## src/rtl/mem_access_arbiter_pkg.sv

```systemverilog
// Shared definitions for the two-port memory access arbiter:
// FSM state encoding and default geometry of the shared memory.
package mem_access_arbiter_pkg;

  localparam int DEF_DATA_W = 8;
  localparam int DEF_DEPTH  = 16;
  localparam int DEF_ADDR_W = 4;

  // CLEAR walks every word writing zero; SERVE arbitrates the two requesters.
  typedef enum logic {
    ST_CLEAR = 1'b0,
    ST_SERVE = 1'b1
  } arb_state_t;

endpackage

```

## src/rtl/mem_access_arbiter_mem_sp_array.sv

```systemverilog
// Single-port DEPTH x DATA_W storage: synchronous write, registered read,
// no reset. Out-of-range writes are dropped and out-of-range reads return 0.
module mem_sp_array #(
  parameter int DATA_W = 8,
  parameter int DEPTH  = 16,
  parameter int ADDR_W = 4
) (
  input  logic              clk,
  input  logic              en,
  input  logic              we,
  input  logic [ADDR_W-1:0] addr,
  input  logic [DATA_W-1:0] wdata,
  output logic [DATA_W-1:0] rdata
);

  localparam int IDX_W = (DEPTH > 1) ? $clog2(DEPTH) : 1;
  localparam logic [ADDR_W:0] DEPTH_L = (ADDR_W + 1)'(DEPTH);

  logic [DATA_W-1:0] mem [DEPTH];
  logic              in_range;
  logic [IDX_W-1:0]  idx;

  // Address range check is done on the full address so aliasing can't occur.
  assign in_range = ({1'b0, addr} < DEPTH_L);
  assign idx      = addr[IDX_W-1:0];

  // One access per cycle; rdata only moves on a read so it holds otherwise.
  always_ff @(posedge clk) begin
    if (en) begin
      if (we) begin
        if (in_range) mem[idx] <= wdata;
      end else begin
        rdata <= in_range ? mem[idx] : '0;
      end
    end
  end

endmodule

```

## src/rtl/mem_access_arbiter.sv

```systemverilog
// Two-requester arbiter in front of a single-port memory. After every reset
// (and on clr_start) the memory is zeroed one word per cycle; afterwards the
// two ports are served one access per cycle, alternating on contention.
//
// Handshake: reqN_valid/addr/we/wdata are held by the requester until
// reqN_valid && reqN_ready in the same cycle; the access is taken on that
// rising edge. reqN_ready is combinational and never high for both ports.
// A read accepted in cycle t yields a one-cycle rspN_valid pulse in t+1.
module mem_access_arbiter
  import mem_access_arbiter_pkg::*;
#(
  parameter int DATA_W = DEF_DATA_W,
  parameter int DEPTH  = DEF_DEPTH,
  parameter int ADDR_W = DEF_ADDR_W
) (
  input  logic              clk,
  input  logic              rst_n,
  input  logic              clr_start,
  output logic              clr_busy,
  input  logic              req0_valid,
  output logic              req0_ready,
  input  logic              req0_we,
  input  logic [ADDR_W-1:0] req0_addr,
  input  logic [DATA_W-1:0] req0_wdata,
  output logic              rsp0_valid,
  output logic [DATA_W-1:0] rsp0_rdata,
  input  logic              req1_valid,
  output logic              req1_ready,
  input  logic              req1_we,
  input  logic [ADDR_W-1:0] req1_addr,
  input  logic [DATA_W-1:0] req1_wdata,
  output logic              rsp1_valid,
  output logic [DATA_W-1:0] rsp1_rdata,
  output logic              dbg_state
);

  localparam logic [ADDR_W-1:0] CLR_LAST = ADDR_W'(DEPTH - 1);

  arb_state_t        state, state_nxt;
  logic [ADDR_W-1:0] clr_ptr, clr_ptr_nxt;
  logic              last_grant;
  logic              gnt0, gnt1;
  logic              mem_en, mem_we;
  logic [ADDR_W-1:0] mem_addr;
  logic [DATA_W-1:0] mem_wdata, mem_rdata;
  logic              rsp0_vld_q, rsp1_vld_q;
  logic [DATA_W-1:0] rsp0_hold, rsp1_hold;

  // Next state, clear counter, grant decision and memory port steering.
  always_comb begin
    state_nxt   = state;
    clr_ptr_nxt = clr_ptr;
    gnt0        = 1'b0;
    gnt1        = 1'b0;
    clr_busy    = 1'b0;
    mem_en      = 1'b0;
    mem_we      = 1'b0;
    mem_addr    = clr_ptr;
    mem_wdata   = '0;
    case (state)
      ST_CLEAR: begin
        clr_busy = 1'b1;
        mem_en   = 1'b1;
        mem_we   = 1'b1;
        if (clr_ptr == CLR_LAST) begin
          state_nxt   = ST_SERVE;
          clr_ptr_nxt = '0;
        end else begin
          clr_ptr_nxt = clr_ptr + 1'b1;
        end
      end
      ST_SERVE: begin
        if (clr_start) begin
          state_nxt = ST_CLEAR;
        end else if (req0_valid && req1_valid) begin
          // Contention: the port that did not win last time goes now.
          gnt0 = last_grant;
          gnt1 = !last_grant;
        end else begin
          gnt0 = req0_valid;
          gnt1 = req1_valid;
        end
        if (gnt0) begin
          mem_en    = 1'b1;
          mem_we    = req0_we;
          mem_addr  = req0_addr;
          mem_wdata = req0_wdata;
        end else if (gnt1) begin
          mem_en    = 1'b1;
          mem_we    = req1_we;
          mem_addr  = req1_addr;
          mem_wdata = req1_wdata;
        end
      end
      default: state_nxt = ST_CLEAR;
    endcase
  end

  assign req0_ready = gnt0;
  assign req1_ready = gnt1;
  assign dbg_state  = state;

  // State and clear pointer; reset always restarts the clear from word 0.
  always_ff @(posedge clk or negedge rst_n) begin
    if (!rst_n) begin
      state   <= ST_CLEAR;
      clr_ptr <= '0;
    end else begin
      state   <= state_nxt;
      clr_ptr <= clr_ptr_nxt;
    end
  end

  // Remember the last winner; reset value 1 lets port 0 win the first tie.
  always_ff @(posedge clk or negedge rst_n) begin
    if (!rst_n) begin
      last_grant <= 1'b1;
    end else if (gnt0) begin
      last_grant <= 1'b0;
    end else if (gnt1) begin
      last_grant <= 1'b1;
    end
  end

  // Response pulse follows an accepted read by one cycle; reset drops it.
  always_ff @(posedge clk or negedge rst_n) begin
    if (!rst_n) begin
      rsp0_vld_q <= 1'b0;
      rsp1_vld_q <= 1'b0;
    end else begin
      rsp0_vld_q <= gnt0 && !req0_we;
      rsp1_vld_q <= gnt1 && !req1_we;
    end
  end

  // Per-port copy of the last delivered word so each port's rdata holds.
  always_ff @(posedge clk or negedge rst_n) begin
    if (!rst_n) begin
      rsp0_hold <= '0;
      rsp1_hold <= '0;
    end else begin
      if (rsp0_vld_q) rsp0_hold <= mem_rdata;
      if (rsp1_vld_q) rsp1_hold <= mem_rdata;
    end
  end

  assign rsp0_valid = rsp0_vld_q;
  assign rsp1_valid = rsp1_vld_q;
  assign rsp0_rdata = rsp0_vld_q ? mem_rdata : rsp0_hold;
  assign rsp1_rdata = rsp1_vld_q ? mem_rdata : rsp1_hold;

  mem_sp_array #(
    .DATA_W (DATA_W),
    .DEPTH  (DEPTH),
    .ADDR_W (ADDR_W)
  ) u_mem (
    .clk   (clk),
    .en    (mem_en),
    .we    (mem_we),
    .addr  (mem_addr),
    .wdata (mem_wdata),
    .rdata (mem_rdata)
  );

endmodule

```

## config.mk

```make
export PLATFORM = sky130hd
export DESIGN_NAME = mem_access_arbiter
export DESIGN_NICKNAME = d
export VERILOG_FILES = /design/src/rtl/mem_access_arbiter_pkg.sv /design/src/rtl/mem_access_arbiter_mem_sp_array.sv /design/src/rtl/mem_access_arbiter.sv
export SDC_FILE = /design/constraint.sdc
export NUM_CORES = 1
export LEC_CHECK = 0
export ABC_AREA = 1
export BUFFER_PORTS_ARGS = -buffer_cell sky130_fd_sc_hd__buf_2
export CAP_MARGIN = 20
export CORE_MARGIN = 3
export CORE_UTILIZATION = 64
export DETAILED_ROUTE_END_ITERATION = 16
export GPL_ROUTABILITY_DRIVEN = 1
export GPL_TIMING_DRIVEN = 0
export PLACE_DENSITY = 0.88
export SLEW_MARGIN = 20
export SYNTH_ARGS = -nofsm -noshare
export SYNTH_HDL_FRONTEND = slang
export SYNTH_SLANG_ARGS = --single-unit
```

## constraint.sdc

```tcl
create_clock -name clk -period 6.6 [get_ports clk]
set_input_delay 0.99 -clock clk [delete_from_list [all_inputs] [get_ports clk]]
set_output_delay 0.99 -clock clk [all_outputs]
set_load 0.05 [all_outputs]
```

# == Word-level counts from Yosys, hierarchy flattened ==
# Memories as Yosys holds them, arrays and structs flattened. A register that Yosys moved wholly into a read port is not among the register bits.
# Cells that the tools add are included.
# classes
addsub,1
n_eq_ne,1
mux,32
n_bitwise,2
n_reduce_logical,8
# op_table
operator,n
8-bit 2-to-1 mux,5
1-bit 2-to-1 mux,20
4-bit 2-to-1 mux,4
1-bit case mux with 2 select lines,3
4-bit by 1-bit adder with 4-bit output (second input constant),1
4-bit equality test (second input constant),1
1-bit logical AND,3
1-bit logical NOT,3
1-bit inverter,2
2-bit AND reduction,1
2-bit nonzero test,1
# word_totals
ff_bits,24
ram_bits,128
input_bits,31
out_inout_bits,22
memories,1
# memory_table
memory,depth,width,read_ports,rd_clocked_by_memory_dff,wr,line_no,text
u_mem.mem,16,8,1,1,1,mem_access_arbiter_mem_sp_array.sv:19,logic [DATA_W-1:0] mem [DEPTH];

# == Logic depth before layout (Yosys ltp) ==
# depth
depth_word,10
depth_mapped,16
depth_no_buf,15

# == Hierarchy ==
# From an unflattened synthesis, not the netlist that was laid out.
# unflattened
hier_cells,692
area_unflattened_um2,6974.2
# modules_own_cells
mod,instances,cells_per_inst,area_each_um2
mem_sp_array,1,552,5691.7
mem_access_arbiter,1,140,1282.5

# == Worst setup path after synthesis ==
# Ideal clock, no wire load.
# synth_path
kind,input to output
from,input port req0_valid
to,output port req0_ready
t_arrival_ns,2.023
required_time_ns,5.610
path_slack_ns,3.587
cell_stages,5
path_buffers,1
cell_sequence,inv_1 -> nor2_2 -> nand3_2 -> inv_2 -> clkbuf_1
# synth_between
elab_chain_len,5
# synth_rtl
item,line_no,text
start: declaration,mem_access_arbiter.sv:20,"input logic req0_valid,"
1-bit logical AND,mem_access_arbiter.sv:75,end else if (req0_valid && req1_valid) begin
1-bit 2-to-1 mux (*),mem_access_arbiter.sv:75,
1-bit 2-to-1 mux (*),mem_access_arbiter.sv:73,if (clr_start) begin
1-bit 2-to-1 mux (*) (2 in series),mem_access_arbiter.sv:60,case (state)
end: declaration,mem_access_arbiter.sv:21,"output logic req0_ready,"
# Every way passes the cells marked *; elsewhere a longest branch is shown, timed or not. The select of a mux whose other input is x is not followed.

# == Worst setup path after layout ==
# layout_path
from,input port clr_start
to,output port req0_ready
# layout_between
elab_chain_len,3
# layout_rtl
item,line_no,text
start: declaration,mem_access_arbiter.sv:18,"input logic clr_start,"
1-bit 2-to-1 mux,mem_access_arbiter.sv:73,
1-bit 2-to-1 mux (2 in series),mem_access_arbiter.sv:60,
# Every way passes these cells. The select of a mux whose other input is x is not followed.

==> results.toml <==
[cts]
path_clk_slew_ns = 0.06
worst_skew_pair.late_latency_ns = 0.53
clockBufferDepth = 2
cts_tree = "yes"
htree_levels = 4
cts-root-buf = "clkbuf_8"
cts_buffers = 17
cts-resized-gates = 0
post_cts_buffers = 0
numClockSinks = 160
cts_hold_buf = 0

[layout]
num_antenna_cells = 0
fin_nets = 770
drive_above_1_share_pct = 19.3
multi_input_area_um2 = 2010
syn_to_final_growth_pct = 13.7
seq_area_um2 = 4690
fill_cells = 638

[critical_path]
r2r_slack_ns = 3.73
endpoint_kind = "output pin"
crit_top_cell = "buf_2"
path_delay_family = "buffers and inverters"
r2r_end = "u_mem.mem[10][7]"
path_buf_inv = 4
cp.required_ns = 5.61
startpoint = "clr_start"
path_cells = "buf_2 > nor2_2 > nand3_2 > inv_2 > clkbuf_1 > buf_2"
slowest_stage = "clkbuf_1"
r2r_cells = 9
worstSetupStartpointType = "primary input"
regToRegStartpoint = "last_grant"
arrival_ns = 2.28
critical_path_class = "in2out"
critical_path.max_stage_delay_ns = 0.36
crit_fanout = 10

[yosys]
synth_edf_count = 136
yosysMostFrequentCell = "nand2_1"
yosys-top-cells-count = "nand2_1, edfxtp_1, nand3_1, inv_1, nor2_1"
synth_nets = 699
yosys-top-cells-area = "edfxtp_1, nand2_1, dfrtp_1"
yosysSeqAreaShare_pct = 66.9
netlist_area_um2 = 7000
yosysWarnings = 0
ys_seq_elements = 160
async_flop_share_pct = 15.0
synth_top_area_share_pct = 58.3
syn_area_per_cell_um2 = 10.5
synth.largest_area_cell = "edfxtp_1"
synth_cell_types = 28
synth-main-ff-cell = "edfxtp_1"
syn_inst = 667

[global_routing]
grt_antenna_before_repair = 0
grt_pass1_vias = 4966
grt_first_pass_wirelength_um = 24800
grt_overflow = 0
gr-usage-all-layers_pct = 26.5
grt_max_degree = 25

[timing]
period_needed_ns = 3.27
finalHoldViolations = 0
max_slew_margin_pct = 42.9
maxSlewViolCount = 0
max_freq_mhz = 305
worst_slew_pin_slew_ns = 0.857
tns_ns = 0
fin_crit_sh_pct = 49.6
finalClockSkew_ns = 0.00547
rsz0062_at_grt = "no"
setup_viol = 0

[pwr]
p_leak_uw = 0.00354
power_uw = 4280
peakVddDrop_uv = 415
p_per_area_nw_per_um2 = 537

[job]
maxCapViolations = 0

[detailed_routing]
first_pass_iters = 7
drtIter0Drc = 506
finalWirelength_um = 15700
postRouteAntennaNets = 0
via_per_inst = 5.67
drc_errors = 0
post_drt_wl_per_cell_um = 17.7
vias = 5027

[floorplan]
die_width_um = 111
die_h_um = 111
die_area_um2 = 12200
core_area_um2 = 10500
io_pins = 53
start_util_pct = 66.9
rows = 37

[placement]
hpwl_um = 10700
port-buffer-count = 52
gp_congestion = 0.986

[min_path]
hold_path_class = "in2async"

[run_status]
status = "finished clean"
kinds of logic (layout without fill, tap and decap cells):
group,after synthesis,count (layout),synth area share [%]
compound gates,19,19,2.05
mux,16,16,2.57
flops,160,160,66.9
fa+ha+maj,1,1,0.179
buf+inv,66,150,4.38
simple gates,405,405,23.9
area by class of cell:
cell class	instances	area share, %
Multi-Input combinational cell	441	25.3
Sequential cell	160	58.9
Timing Repair Buffer	52	3.27
Inverter	36	1.70
Tap cell	136	2.14
Clock buffer	17	5.20
Buffer	30	2.15
Clock inverter	15	1.43
metal layers:
layer	part of all wire, %	up-vias	GRT usage (%)
li1	-	2370	-
met1	38	2335	32.8
met2	49	276	42.9
met3	9.3	46	8.22
met4	3.5	0	12.4
met5	0	-	0
per-stage QoR:
stage                     hold WS, ns  utilization, %  cells  instance area, um2  setup slack [ns]
after floorplan                 0.453               -    667                7000              3.59
after global placement          0.461            71.0    855                7430              3.15
after detailed placement        0.471            71.0    855                7430              3.09
after CTS                       0.419            76.1    887                7960              3.34
after global routing            0.444            76.1    887                7960              3.20
final                           0.425            76.1    887                7960              3.33
cell usage in the layout (no fill, tap or decap):
| cell type | netlist | routed |
|---|---|---|
| clkinvlp_4 | 0 | 3 |
| buf_2 | 17 | 69 |
| nand3_2 | 2 | 2 |
| a21o_1 | 1 | 1 |
| a21boi_0 | 1 | 1 |
| nand4_1 | 2 | 2 |
| nand3b_1 | 1 | 1 |
| edfxtp_1 | 136 | 136 |
| nand3_1 | 72 | 72 |
| nand2_1 | 295 | 295 |
| a21oi_1 | 5 | 5 |
| dfrtp_1 | 23 | 23 |
| nor2_4 | 4 | 4 |
| clkbuf_16 | 0 | 16 |
| inv_6 | 0 | 1 |
| inv_2 | 11 | 11 |
| a21oi_4 | 1 | 1 |
| mux2_2 | 16 | 16 |
| buf_4 | 2 | 2 |
| inv_1 | 24 | 24 |
| dfstp_2 | 1 | 1 |
| ha_1 | 1 | 1 |
| nor2_2 | 3 | 3 |
| inv_8 | 0 | 3 |
| o21ai_0 | 2 | 2 |
| nand2_2 | 2 | 2 |
| clkinv_2 | 0 | 3 |
| clkinv_1 | 1 | 3 |
| nor2_1 | 24 | 24 |
| clkbuf_1 | 7 | 7 |
| o211ai_1 | 1 | 1 |
| clkbuf_8 | 0 | 1 |
| buf_6 | 4 | 4 |
| a22o_1 | 8 | 8 |
| clkinv_4 | 0 | 3 |
how the worst max path moves through the flow:
stage | endpoint | slack, ns | depth (start not counted)
final | req0_ready | 3.33 | 6
after global routing | req0_ready | 3.20 | 6
after CTS | req0_ready | 3.34 | 6
after detailed placement | u_mem.mem[8][0] | 3.09 | 9
after global placement | u_mem.mem[4][5] | 3.15 | 9
after floorplan | req0_ready | 3.59 | 5
registers in the layout, indices dropped and copies added, names as in the netlist:
signal,count
u_mem.rdata,8
rsp1_valid,1
last_grant,1
rsp1_hold,8
rsp0_hold,8
rsp0_valid,1
u_mem.mem,128
clr_ptr,4
dbg_state,1
report_power, final:
part | total [uW] | switching (uW) | internal [uW]
Combinational | 1930 | 1390 | 535
Clock | 860 | 394 | 466
Sequential | 1490 | 78.1 | 1410
Total | 4280 | 1870 | 2410
(Power assumes the default switching activity.)
